===== src/rtl/bram_axis_rd_pkg.sv =====
// Shared types and elaboration-time helpers for the BRAM-to-AXIS burst reader.
package bram_axis_rd_pkg;

   typedef enum logic [1:0] {
      IDLE,
      ISSUE,
      DRAIN
   } rd_state_e;

   function automatic int unsigned clog2(input int unsigned n);
      int unsigned r;
      r = 0;
      while ((64'd1 << r) < 64'(n)) r++;
      return (r == 0) ? 1 : r;
   endfunction

   // Output FIFO must hold every in-flight read plus one beat parked under backpressure.
   function automatic int unsigned fifo_depth(input int unsigned read_latency);
      return read_latency + 2;
   endfunction

   function automatic bit rd_latency_legal(input int unsigned read_latency);
      return (read_latency == 1) || (read_latency == 2);
   endfunction

endpackage


===== src/rtl/bram_axis_reader_if.sv =====
// AXI-Stream style output bus of the BRAM burst reader (data + last, valid/ready).
interface bram_axis_reader_if #(
   parameter int unsigned mem_width = 32
);
   logic [mem_width-1:0] data;
   logic                 last;
   logic                 valid;
   logic                 ready;

   modport master (output data, output last, output valid, input ready);
   modport slave  (input data, input last, input valid, output ready);
endinterface


===== src/rtl/bram_axis_rd_fifo.sv =====
// Small register-based synchronous FIFO with occupancy count; head is read combinationally.
module bram_axis_rd_fifo
   import bram_axis_rd_pkg::*;
#(
   parameter int unsigned WIDTH = 33,
   parameter int unsigned DEPTH = 4,
   localparam int unsigned PW = clog2(DEPTH),
   localparam int unsigned CW = clog2(DEPTH + 1)
) (
   input  logic             clk,
   input  logic             rst_n,
   input  logic             push,
   input  logic [WIDTH-1:0] push_data,
   input  logic             pop,
   output logic [WIDTH-1:0] head,
   output logic             empty,
   output logic [CW-1:0]    count
);
   logic [WIDTH-1:0] mem [DEPTH];
   logic [PW-1:0]    wr_ptr;
   logic [PW-1:0]    rd_ptr;
   logic             full;
   logic             do_pop;

   assign empty  = (count == '0);
   assign full   = (count == CW'(DEPTH));
   assign do_pop = pop && !empty;
   assign head   = mem[rd_ptr];

   always_ff @(posedge clk or negedge rst_n) begin
      if (!rst_n) begin
         for (int unsigned i = 0; i < DEPTH; i++) mem[i] <= '0;
         wr_ptr <= '0;
         rd_ptr <= '0;
         count  <= '0;
      end else begin
         if (push) begin
            mem[wr_ptr] <= push_data;
            wr_ptr      <= (wr_ptr == PW'(DEPTH - 1)) ? '0 : wr_ptr + 1'b1;
         end
         if (do_pop) rd_ptr <= (rd_ptr == PW'(DEPTH - 1)) ? '0 : rd_ptr + 1'b1;
         if (push && !do_pop)      count <= count + 1'b1;
         else if (do_pop && !push) count <= count - 1'b1;
      end
   end

   always_ff @(posedge clk) begin
      if (rst_n) assert (!(push && full && !do_pop));
   end

endmodule


===== src/rtl/bram_axis_reader.sv =====
// Burst read master for a simple dual-port BRAM; streams the words out as AXI-Stream.
// Define BRAM_AXIS_RD_ADDR_WRAP_EN to wrap past the top of memory instead of truncating.
module bram_axis_reader
   import bram_axis_rd_pkg::*;
#(
   parameter int unsigned mem_width        = 32,
   parameter int unsigned mem_depth        = 4096,
   parameter int unsigned read_latency     = 2,
   parameter int unsigned max_len          = 4096,
   parameter int          simulation_delay = 1,
   localparam int unsigned AW = clog2(mem_depth),
   localparam int unsigned LW = clog2(max_len)
) (
   input  logic                 clk,
   input  logic                 rst_n,
   input  logic                 cmd_valid,
   output logic                 cmd_ready,
   input  logic [AW-1:0]        cmd_base_addr,
   input  logic [LW-1:0]        cmd_len,
   output logic                 mem_ren,
   output logic [AW-1:0]        mem_addr,
   input  logic [mem_width-1:0] mem_dout,
   bram_axis_reader_if.master   m_axis,
   output logic                 busy
`ifdef BRAM_AXIS_RD_ADDR_WRAP_EN
`else
   ,
   output logic                 trunc_err
`endif
);
   localparam int unsigned   FIFO_DEPTH = fifo_depth(read_latency);
   localparam int unsigned   CW         = clog2(FIFO_DEPTH + 1);
   localparam logic [AW-1:0] ADDR_MAX   = AW'(mem_depth - 1);
   localparam bit            CFG_OK     = rd_latency_legal(read_latency) && (simulation_delay >= 0);

   rd_state_e               state;
   logic [LW-1:0]           len_q;
   logic [LW-1:0]           issue_idx;
   logic [read_latency-1:0] pipe_vld;
   logic [read_latency-1:0] pipe_lst;
   logic [CW-1:0]           fifo_count;
   logic [CW-1:0]           inflight_count;
   logic                    fifo_empty;
   logic [mem_width:0]      fifo_head;
   logic [mem_width-1:0]    head_data;
   logic                    head_last;
   logic                    head_valid;
   logic                    pop;
   logic                    final_rd;
   logic [AW-1:0]           next_addr;

   always_comb begin
      inflight_count = '0;
      for (int unsigned i = 0; i < read_latency; i++) inflight_count += CW'(pipe_vld[i]);
   end

   // Issue is gated on occupancy already committed, not on this cycle's pop,
   // so a full pipe plus FIFO can never be overrun regardless of ready.
   assign mem_ren = (state == ISSUE) &&
                    (({1'b0, fifo_count} + {1'b0, inflight_count}) < (CW + 1)'(FIFO_DEPTH));

`ifdef BRAM_AXIS_RD_ADDR_WRAP_EN
   assign final_rd = (issue_idx == len_q);
`else
   assign final_rd = (issue_idx == len_q) || (mem_addr == ADDR_MAX);
`endif
   assign next_addr = (mem_addr == ADDR_MAX) ? '0 : mem_addr + 1'b1;

   assign {head_last, head_data} = fifo_head;
   assign head_valid   = !fifo_empty;
   assign pop          = head_valid && m_axis.ready;
   assign m_axis.valid = head_valid;
   assign m_axis.data  = head_data;
   assign m_axis.last  = head_last;

   always_ff @(posedge clk or negedge rst_n) begin
      if (!rst_n) begin
         state     <= IDLE;
         cmd_ready <= 1'b1;
         busy      <= 1'b0;
         mem_addr  <= '0;
         len_q     <= '0;
         issue_idx <= '0;
         pipe_vld  <= '0;
         pipe_lst  <= '0;
      end else begin
         pipe_vld[0] <= mem_ren;
         pipe_lst[0] <= mem_ren && final_rd;
         for (int unsigned i = 1; i < read_latency; i++) begin
            pipe_vld[i] <= pipe_vld[i-1];
            pipe_lst[i] <= pipe_lst[i-1];
         end
         case (state)
            IDLE: begin
               if (cmd_valid && cmd_ready) begin
                  len_q     <= cmd_len;
                  mem_addr  <= cmd_base_addr;
                  issue_idx <= '0;
                  cmd_ready <= 1'b0;
                  busy      <= 1'b1;
                  state     <= ISSUE;
               end
            end
            ISSUE: begin
               if (mem_ren) begin
                  mem_addr  <= next_addr;
                  issue_idx <= issue_idx + 1'b1;
                  if (final_rd) state <= DRAIN;
               end
            end
            DRAIN: begin
               if (pop && head_last) begin
                  cmd_ready <= 1'b1;
                  busy      <= 1'b0;
                  state     <= IDLE;
               end
            end
            default: state <= IDLE;
         endcase
      end
   end

   bram_axis_rd_fifo #(
      .WIDTH(mem_width + 1),
      .DEPTH(FIFO_DEPTH)
   ) u_fifo (
      .clk       (clk),
      .rst_n     (rst_n),
      .push      (pipe_vld[read_latency-1]),
      .push_data ({pipe_lst[read_latency-1], mem_dout}),
      .pop       (pop),
      .head      (fifo_head),
      .empty     (fifo_empty),
      .count     (fifo_count)
   );

`ifdef BRAM_AXIS_RD_ADDR_WRAP_EN
`else
   logic trunc_pend;

   always_ff @(posedge clk or negedge rst_n) begin
      if (!rst_n) begin
         trunc_pend <= 1'b0;
         trunc_err  <= 1'b0;
      end else begin
         trunc_err <= pop && head_last && trunc_pend;
         if (state == IDLE) trunc_pend <= 1'b0;
         else if (mem_ren && (mem_addr == ADDR_MAX) && (issue_idx != len_q)) trunc_pend <= 1'b1;
      end
   end
`endif

   always_ff @(posedge clk) begin
      if (rst_n) assert (CFG_OK);
   end

endmodule


===== src/flat_wrapper.sv =====
// flat-port wrapper written by rule: the top's interface ports become plain ports
module bram_axis_reader_flat import bram_axis_rd_pkg::*;
#(
   parameter int unsigned mem_width        = 32,
   parameter int unsigned mem_depth        = 4096,
   parameter int unsigned read_latency     = 2,
   parameter int unsigned max_len          = 4096,
   parameter int          simulation_delay = 1,
   localparam int unsigned AW = clog2(mem_depth),
   localparam int unsigned LW = clog2(max_len)
)
  (clk, rst_n, cmd_valid, cmd_ready, cmd_base_addr, cmd_len, mem_ren, mem_addr, mem_dout, busy, trunc_err, m_axis_data, m_axis_last, m_axis_valid, m_axis_ready);
  bram_axis_reader_if #(.mem_width(mem_width)) m_axis_i ();
  input  logic clk;
  input  logic rst_n;
  input  logic cmd_valid;
  output logic cmd_ready;
  input  logic [AW-1:0] cmd_base_addr;
  input  logic [LW-1:0] cmd_len;
  output logic mem_ren;
  output logic [AW-1:0] mem_addr;
  input  logic [mem_width-1:0] mem_dout;
  output logic busy;
  output logic trunc_err;
  output wire logic [$bits(m_axis_i.data)-1:0] m_axis_data;
  output wire logic [$bits(m_axis_i.last)-1:0] m_axis_last;
  output wire logic [$bits(m_axis_i.valid)-1:0] m_axis_valid;
  input wire logic [$bits(m_axis_i.ready)-1:0] m_axis_ready;
  assign m_axis_data = m_axis_i.data;
  assign m_axis_last = m_axis_i.last;
  assign m_axis_valid = m_axis_i.valid;
  assign m_axis_i.ready = m_axis_ready;
  bram_axis_reader #(.mem_width(mem_width), .mem_depth(mem_depth), .read_latency(read_latency), .max_len(max_len), .simulation_delay(simulation_delay)) u_core (.clk(clk), .rst_n(rst_n), .cmd_valid(cmd_valid), .cmd_ready(cmd_ready), .cmd_base_addr(cmd_base_addr), .cmd_len(cmd_len), .mem_ren(mem_ren), .mem_addr(mem_addr), .mem_dout(mem_dout), .m_axis(m_axis_i), .busy(busy), .trunc_err(trunc_err));
endmodule

===== config.mk =====
export PLATFORM = sky130hd
export DESIGN_NAME = bram_axis_reader_flat
export DESIGN_NICKNAME = d
export VERILOG_FILES = /design/src/rtl/bram_axis_rd_pkg.sv /design/src/rtl/bram_axis_reader_if.sv /design/src/rtl/bram_axis_rd_fifo.sv /design/src/rtl/bram_axis_reader.sv /design/src/flat_wrapper.sv
export SDC_FILE = /design/constraint.sdc
export NUM_CORES = 1
export LEC_CHECK = 0
export ABC_AREA = 0
export CAP_MARGIN = 20
export CORE_UTILIZATION = 50
export DETAILED_ROUTE_END_ITERATION = 7
export PLACE_DENSITY_LB_ADDON = 0.1
export SYNTH_ARGS = -nofsm -noshare
export SYNTH_HDL_FRONTEND = slang
export SYNTH_SLANG_ARGS = --single-unit

===== constraint.sdc =====
create_clock -name clk -period 2.2 [get_ports clk]
set_clock_uncertainty 0.2 [all_clocks]
set_input_delay 0.33 -clock clk [delete_from_list [all_inputs] [get_ports clk]]
set_output_delay 0.33 -clock clk [all_outputs]
set_load 0.05 [all_outputs]

Yosys cells after proc, flatten, opt, wreduce, memory -nomap -nowiden:

Index checks and enable logic that the tools add are counted.

* flip-flop bits (word level): 185
* latch bits: 0
* memory bits (writable): 0
* memory bits (read-only): 0
* input bits: 60
* logic and storage cells: 98
* memories kept: 0

* add/sub/neg operators: 8
* multipliers: 0
* divide/modulo/power cells: 0
* magnitude comparators: 4
* equality and inequality tests: 11
* shifts and indexed selects: 0
* multiplexer cells: 30
* bitwise operators: 2
* reduce and logical (&&, ||, !) cells: 26

Operator list (count)
* bitwise mux 132 bit: 1
* two-way mux 33 bit: 3
* binary-select mux 33 bit (select 2 bit): 1
* demux 33 bit (select 2 bit): 1
* two-way mux 12 bit: 5
* one-hot mux 12 bit (2 select lines): 2
* adder 12 x 1 -> 12 bit, second input constant: 2
* == test 12 bit: 1
* == test 12 bit, second input constant: 1
* logical AND 1 bit: 12
* two-way mux 2 bit: 6
* inequality test 12 bit: 1
* inequality test 2 x 1 -> 1 bit, second input constant: 4
* nonzero test 2 bit: 4
* == test 2 bit, second input constant: 3
* greater-or-equal comparator 3 bit, second input constant: 2
* two-way mux 1 bit: 6
* two-way mux 3 bit: 2
* inverter 2 -> 3 bit: 2
* one-hot mux 2 bit (3 select lines): 1
* AND reduction 3 bit: 2
* adder 2 x 1 -> 2 bit, second input constant: 2
* adder 3 x 3 -> 4 bit: 1
* < comparator 4 x 3 -> 1 bit, second input constant: 1
* other kinds (12): 15

Logic depth before layout (Yosys ltp):

Gate-level depths: netlist of the first run.

* depth after elaboration: 8
* depth in mapped cells: 8
* mapped depth without buffers: 7

Modules after synthesis:

From an unflattened synthesis of the first run, not the netlist that was laid out.

* cell total of the unflattened synthesis: 620
* area total of the unflattened synthesis: 8637.0 um2

By module, submodules not included
* bram_axis_rd_fifo: times used 1, cells an instance 354, area each 6204.7 um2, sequential area each 3478.3 um2
* bram_axis_reader: times used 1, cells an instance 266, area each 2432.3 um2, sequential area each 1152.4 um2

Worst setup path before layout of the first run:

No wires, ideal clock.

* kind: register to output
* start: reg u_core.pipe_vld[1]
* end: out mem_ren
* arrival time: 1.821 ns
* path slack: -0.151 ns
* stages on the path, launching flop included: 6
* buffers on the path: 0
* cells stage by stage: dfrtp_1 > ha_1 > ha_1 > a311oi_4 > nand2_1 > inv_1

* longest elaborated chain between the ends: 4

RTL lines
* start: declaration: RTL line bram_axis_reader.sv:39 `logic [read_latency-1:0] pipe_vld;`
* start signal: indexed assignment: RTL line bram_axis_reader.sv:90 `pipe_vld[i] <= pipe_vld[i-1];`
* adder 1 x 1 -> 2 bit: RTL line bram_axis_reader.sv:54 `for (int unsigned i = 0; i < read_latency; i++) inflight_count += CW'(pipe_vld[i]);`
* adder 3 x 3 -> 4 bit: RTL line bram_axis_reader.sv:60 `(({1'b0, fifo_count} + {1'b0, inflight_count}) < (CW + 1)'(FIFO_DEPTH));`
* < comparator 4 x 3 -> 1 bit: RTL line bram_axis_reader.sv:60
* logical AND 1 bit: RTL line bram_axis_reader.sv:59 `assign mem_ren = (state == ISSUE) &&`
* end: declaration: RTL line flat_wrapper.sv:20 `output logic mem_ren;`

Every way passes these cells.

Worst setup path in the final report of the first run:

* start: reg u_core.pipe_vld[0]
* end: out mem_ren

Same word-level chain as after synthesis.

==> results of run 1 <==
cell type report:
class / instances / share of cell area [%]
repair buffers: 158 / 15.8
inverters: 12 / 0.442
clock inverters: 14 / 1.36
well taps: 220 / 2.49
clock buffers: 17 / 3.85
flip-flops and latches: 185 / 42.0
multi-input cells: 384 / 34.0
cells by family after synthesis:
family,Yosys count,synth area share (%)
DFF,185,54.7
and+or+nand+nor,120,7.16
AOI/OAI and AO/OA,70,5.76
adders and majority gates,11,1.71
xor gates and xnor gates,15,1.55
muxes,168,26.7
buffers and inverters,47,2.44
stage by stage:
step,util [%],TNS (ps),power (mW),hold WS (ps)
after floorplan,-,0,3.89,-166
after global placement,60.9,-293,4.17,25.3
after detailed placement,60.9,-1140,4.20,37.6
after CTS,65.9,-7320,7.22,152
after global routing,66.6,-8580,7.42,165
final,66.6,-5040,7.14,151
registers in the layout (all words and copies together) (netlist names):
name	cells
u_core.u_fifo.mem	132
u_core.pipe_lst	2
u_core.state	2
u_core.trunc_err	1
u_core.trunc_pend	1
u_core.issue_idx	12
u_core.pipe_vld	2
u_core.u_fifo.rd_ptr	2
u_core.u_fifo.count	3
u_core.len_q	12
u_core.mem_addr	12
u_core.cmd_ready	1
u_core.u_fifo.wr_ptr	2
u_core.busy	1
timing repair:
action / in CTS / in global routing
gates resized for setup: 48 / 27
hold buffers: 1 / 0
gates cloned: 2 / 0
pin swaps: 2 / 11
endpoints found under the setup margin: 56 / 59
hold endpoints to repair: 152 / 0
buffers inserted: 7 / 5
worst max-delay path: stages, from the launching register on:
cell        delay [ps]
dfrtp_1            400
ha_2               190
ha_4               220
a311oi_4           220
buf_4              180
nand2_4             60
clkinvlp_4          90
buf_12             130
worst paths after layout:
kind | start | to | slack, ps | cells past startpoint
setup / recovery | u_core.pipe_vld[0] | mem_ren | -260 | 7
hold / removal | rst_n | u_core.u_fifo.mem[114] | 150 | 2
setup reg to reg | u_core.pipe_vld[0] | u_core.mem_addr[8] | -120 | 9
hold reg to reg | u_core.pipe_lst[0] | u_core.pipe_lst[1] | 150 | 0
max in group asynchronous | rst_n | u_core.cmd_ready | 970 | 3
min in group clk | u_core.pipe_lst[0] | u_core.pipe_lst[1] | 150 | 0
layer usage:
layer  track usage, %  share of wire [%]
met1             29.0                 43
met2             38.7                 53
met3             3.84                3.2
met4             6.78                1.2
met5                0                  0
power by group through the flow:
stage,Combinational (mW),Sequential (mW),Clock [mW]
after detailed placement,0.561,3.64,0
after CTS,0.586,3.57,3.06
after floorplan,0.266,3.62,0
after global routing,0.619,3.59,3.21
final,0.576,3.58,2.99
after global placement,0.542,3.63,0
cell usage after synthesis (all sizes together) (2+ instances only):
cell type,n
a21o,2
a21oi,23
a221oi,2
a22oi,3
a311oi,2
and2,2
and3,4
and4,3
buf,24
clkbuf,11
dfrtp,184
ha,10
inv,12
mux2,134
mux4,33
nand2,51
nand2b,2
nand3,12
nand3b,2
nand4,5
nor2,13
nor3,5
nor3b,2
nor4,5
o21ai,14
o22ai,3
o2bb2a,2
o2bb2ai,2
o31ai,7
or3,4
or4,6
xor2,14
==> reports/qor.csv, run 1 <==
stage;metric;value;unit
status;run_status;finished with violations;
status;violations;negative setup slack;
cts;clk_transition_reported_paths;70;ps
grt;grt_pass1_vias;5921;
floorplanning;initial_core_util;51.1;%
sta;final_hold_viol_count;0;
sta;worst_slew_pin_slew;500;ps
cts;htree_levels;4;
grt;antenna_found_initial;0;
sta;max-slew-margin-rel;66.6;%
setup_path;end_kind;output port;
logic_synthesis;synthFlopType;dfrtp_1;
place;pre_cts_ws;-152;ps
power;worst_ir_drop_vdd;0.496;mV
min_path;hp-class;in -> async;
logic_synthesis;synth_top_area_share;54.4;%
grt;grt_pass1_wl;30.4;mm
power;p_sw_share;23.0;%
logic_synthesis;async_flop_share;100;%
finish;fillerInstances;1225;
finish;mostFrequentLayoutCell;dfrtp_1;
setup_path;required;1670;ps
cts;clock_latency;430;ps
logic_synthesis;yosys_register_bits;185;
grt;grt_max_degree;57;
logic_synthesis;synthDistinctLibCells;61;
setup_path;arrival;1930;ps
logic_synthesis;syn_nets;687;
power;power_frac_comb;8.1;%
floorplanning;rows;47;
finish;areaGrowthSynthToFinish;30.3;%
routing;detail_route.vias_per_cell;5.60;
grt;grt_overflow;0;
finish;stdcell_area;11000;um^2
logic_synthesis;ys_seq_area_share;54.7;%
cts;cts.sink_count;185;
floorplanning;ios;110;
logic_synthesis;synth_edf_count;0;
sta;post-route-min-period;2460;ps
run;maxCapViolCount;0;
sta;period_share;112;%
logic_synthesis;synth_top_area_cell;dfrtp_1;
logic_synthesis;syn_inst;616;
logic_synthesis;synth.top_cells.by_area;dfrtp_1 (54%), mux2_2 (18%), mux4_2 (8.8%), nand2_1 (2.3%), ha_1 (1.5%);
routing;detail_route.wl_per_cell;18.3;um
routing;vias;5547;
power;pwr-share-clk;41.8;%
sta;drv_slew;0;
cts;cts-root-buf;clkbuf_16;
finish;nNetsFinal;829;
floorplanning;die-area;17500;um^2
place;dp_hpwl;12.1;mm
finish;final_layout_size_suffix_gt1_share;42.1;%
finish;final_cell_mix;dfrtp_1 (180), mux2_2 (134), clkdlybuf4s50_1 (60);
cts;cts_tree;built;
sta;rsz0062_at_grt;yes;
routing;firstDrtPassIters;4;
setup_path;start_kind;flop;
power;seqPwrFrac;50.1;%
power;p_int;5.50;mW
logic_synthesis;ys_warn_count;0;
logic_synthesis;syn_avg_cell_area;13.8;um^2
floorplanning;die_w;132;um
setup_path;worstPathMaxFanout;2;
floorplanning;coreArea;16600;um^2
sta;setup_viol;43;
place;portBuffers;109;
power;p_per_area;647;nW/um^2
finish;multi_input_area;3750;um^2
routing;first_iter_violations;247;
floorplanning;die_y;132;um
finish;regArea;4640;um^2
place;gp_congestion;0.842;
place;dpl_cell_area;10100;um^2
finish;instances_no_fill;990;
power;switching_power;1.64;mW
routing;drc;0;
logic_synthesis;synthesis.area;8470;um^2
cts;clock_path_buffers;2;
sta;fmax;0.407;GHz
sta;layout_setup_ws;-256;ps
grt;grt_usage;22.4;%
power;leakage;4.78;nW
routing;postRouteAntennaNets;0;
routing;wl;18.1;mm
cts;cts_buffers;17;
finish;antennaDiodeCount;0;
setup_path;crit_type;reg -> out;
place;placedCellCount;946;
(Power assumes the default switching activity.)
==> inputs of run 2 (changes only) <==
--- a/config.mk
+++ b/config.mk
@@ -6,8 +6,9 @@
 export NUM_CORES = 1
 export LEC_CHECK = 0
 export ABC_AREA = 0
+export ABC_CLOCK_PERIOD_IN_PS = 2950
 export CAP_MARGIN = 20
-export CORE_UTILIZATION = 50
+export CORE_UTILIZATION = 55
 export DETAILED_ROUTE_END_ITERATION = 7
 export PLACE_DENSITY_LB_ADDON = 0.1
 export SYNTH_ARGS = -nofsm -noshare
==> constraint.sdc (replaced) <==
create_clock -name clk -period 2.95 [get_ports clk]
set_clock_uncertainty 0.2 [all_clocks]
set_input_delay 0.4425 -clock clk [delete_from_list [all_inputs] [get_ports clk]]
set_output_delay 0.4425 -clock clk [all_outputs]
set_load 0.05 [all_outputs]
==> run 2 against run 1 <==
Net effect: the flow now finishes without violations; core utilization grew 4.0 points; non-clock buffer count shrank 29; hold slack gained 13 ps; die area shrank 9.0%; clock power shrank 17%; sequential power shrank 25%; final cell count shrank 6.5%; critical path depth shrank 1; via count shrank 2.5%; global-route usage grew 1.0 points; largest power group unchanged; highest routed layer unchanged.
==> reports/qor.csv, run 2 (synthesis results as in run 1) <==
stage;metric;value;unit;change
floorplanning;initial_core_util;57.4;%;+6.3 points
finish;final_layout_size_suffix_gt1_share;36.5;%;-5.6 points
cts;cts_tree;built;;
floorplanning;die-area;15900;um^2;-9.0%
routing;detail_route.vias_per_cell;5.84;;+4.3%
routing;firstDrtPassIters;6;;+2
floorplanning;ios;110;;unchanged
cts;cts-root-buf;clkbuf_16;;
sta;worst_slew_pin_slew;671;ps;+171 ps
floorplanning;die_y;126;um;-4.6%
cts;cts_setup_buffers;0;;-7
setup_path;path_cells;ha_1, ha_1, a311oi_4, nand2_1, inv_2, buf_12;;
grt;antenna_found_initial;0;;unchanged
grt;grt_pass1_wl;29.0;mm;-4.7%
routing;wl;17.2;mm;-5.0%
cts;clock_latency;430;ps;about the same
finish;largest_reg_flops;132;;unchanged
sta;post-route-min-period;2840;ps;
routing;vias;5410;;-2.5%
place;dp_hpwl;11.4;mm;-5.8%
cts;htree_levels;4;;unchanged
sta;max-slew-margin-rel;55.3;%;-11 points
cts;cts.sink_count;185;;unchanged
finish;nNetsFinal;800;;-3.5%
grt;grt_overflow;0;;unchanged
status;run_status;finished clean;;
finish;areaGrowthSynthToFinish;22.9;%;
sta;drv_slew;0;;unchanged
setup_path;worstPathMaxFanout;4;;+2
setup_path;start_kind;flop;;
setup_path;crit_path_frequent_cell;ha_1;;
place;gp_congestion;0.853;;+1.2%
setup_path;arrival;2190;ps;+260 ps
routing;drc;0;;unchanged
setup_path;crit_type;reg -> out;;
routing;first_iter_violations;222;;-10%
min_path;hp-class;reg -> reg;;
run;maxCapViolCount;0;;unchanged
sta;whs;165;ps;+13.3 ps
sta;fmax;0.352;GHz;
place;portBuffers;109;;unchanged
grt;grt_pass1_vias;5757;;-2.8%
power;worst_ir_drop_vdd;0.533;mV;+7.5%
grt;grt_max_degree;75;;+32%
finish;mostFrequentLayoutCell;dfrtp_1;;
setup_path;required;2310;ps;+640 ps
finish;largest_register;u_core.u_fifo.mem;;
setup_path;end_kind;output port;;
routing;detail_route.wl_per_cell;18.6;um;+1.6%
setup_path;worst_path_max_delay_cell;dfrtp_1;;
finish;final_cell_mix;dfrtp_1 (182), mux2_2 (134), clkdlybuf4s50_1 (74);;
power;leakage;4.53;nW;-5.3%
floorplanning;rows;44;;-6.4%
sta;period_share;96.2;%;
cts;clk_transition_reported_paths;70;ps;about the same
setup_path;max_stage_delay;380;ps;-20 ps
finish;antennaDiodeCount;0;;unchanged
finish;fillerInstances;1066;;-13%
power;power.total;5.55;mW;-22%
grt;grt_usage;23.5;%;+1.0 points
cts;clock_path_buffers;2;;unchanged
floorplanning;die_w;126;um;-4.6%
cts;cts_buffers;17;;unchanged
sta;final_hold_viol_count;0;;unchanged
sta;rsz0062_at_grt;no;;
floorplanning;coreArea;14800;um^2;-11%
power;p_per_area;533;nW/um^2;-18%
sta;tns;0;ps;+5040 ps
sta;setup_viol;0;;-100%
setup_path;r2r_slack;350;ps;+470 ps
routing;postRouteAntennaNets;0;;unchanged
-- run 2: cell count changes in the layout (fill, tap and decap cells not counted), moves of 3 or more --
cell,previous run,this run
a21oi_2,7,1
buf_12,18,3
buf_8,4,0
buf_6,31,1
a21oi_1,15,22
clkdlybuf4s50_1,60,74
clkbuf_8,0,5
dlygate4sd2_1,10,0
or4_4,4,0
or4_1,2,6
buf_4,32,50
ha_1,7,10
-- run 2: critical path, delay by kind of cell, from the launching register on --
kind	cells	cell delay, ps
buf+inv	2	310
fa+ha+maj	2	540
compound gates	1	380
simple gates	1	140
flops	1	380
-- run 2: area by class of cell --
type | count | area (um^2) | area share [%]
multi-input combinational | 384 | 3640 | 35.0
sequential | 185 | 4630 | 44.5
timing repair buffer | 129 | 1200 | 11.5
inverter | 12 | 45.0 | 0.433
clock buffer | 22 | 494 | 4.75
clock inverter | 10 | 163 | 1.56
tap | 184 | 230 | 2.21
-- run 2: power breakdown --
| group | switching [mW] | total [mW] | internal [mW] | leakage, nW |
|---|---|---|---|---|
| Clock | 0.956 | 2.49 | 1.53 | 0.319 |
| Combinational | 0.198 | 0.394 | 0.197 | 1.97 |
| Sequential | 0.0416 | 2.67 | 2.63 | 2.24 |
| Total | 1.19 | 5.55 | 4.36 | 4.53 |
-- run 2: final timing paths --
kind                                    start                endpoint  depth (start not counted)
max reg2reg                u_core.pipe_vld[1]      u_core.mem_addr[8]                          7
min                        u_core.pipe_lst[0]      u_core.pipe_lst[1]                          0
min reg2reg                u_core.pipe_lst[0]      u_core.pipe_lst[1]                          0
max                        u_core.pipe_vld[1]                 mem_ren                          6
max in group asynchronous               rst_n     u_core.issue_idx[0]                          3
min in group asynchronous               rst_n  u_core.u_fifo.mem[119]                          2
-- run 2: what timing repair did --
item | CTS | global route
resized for setup | 0 | 1
hold buffers | 1 | 0
endpoints found under the setup margin | 0 | 1
endpoints found under the hold margin | 71 | 0
-- run 2: stage by stage --
stage	setup slack [ps]	area [um^2]	instances	util, %
after global routing	10.6	10400	926	70.5
after floorplan	487	8470	616	-
final	113	10400	926	70.5
after CTS	5.83	10400	926	70.5
after detailed placement	335	9740	893	66.0
after global placement	376	9740	893	66.0
-- run 2: layer usage --
metal  GRT usage (%)  vias to the layer above  wire length (um)  part of all wire (%)
li1                -                     2497                 -                     -
met2            39.6                      128              8810                    51
met4            6.66                        0               207                   1.2
met1            31.2                     2765              7590                    44
met3            4.55                       20               604                   3.5
met5               0                        -                 0                     0
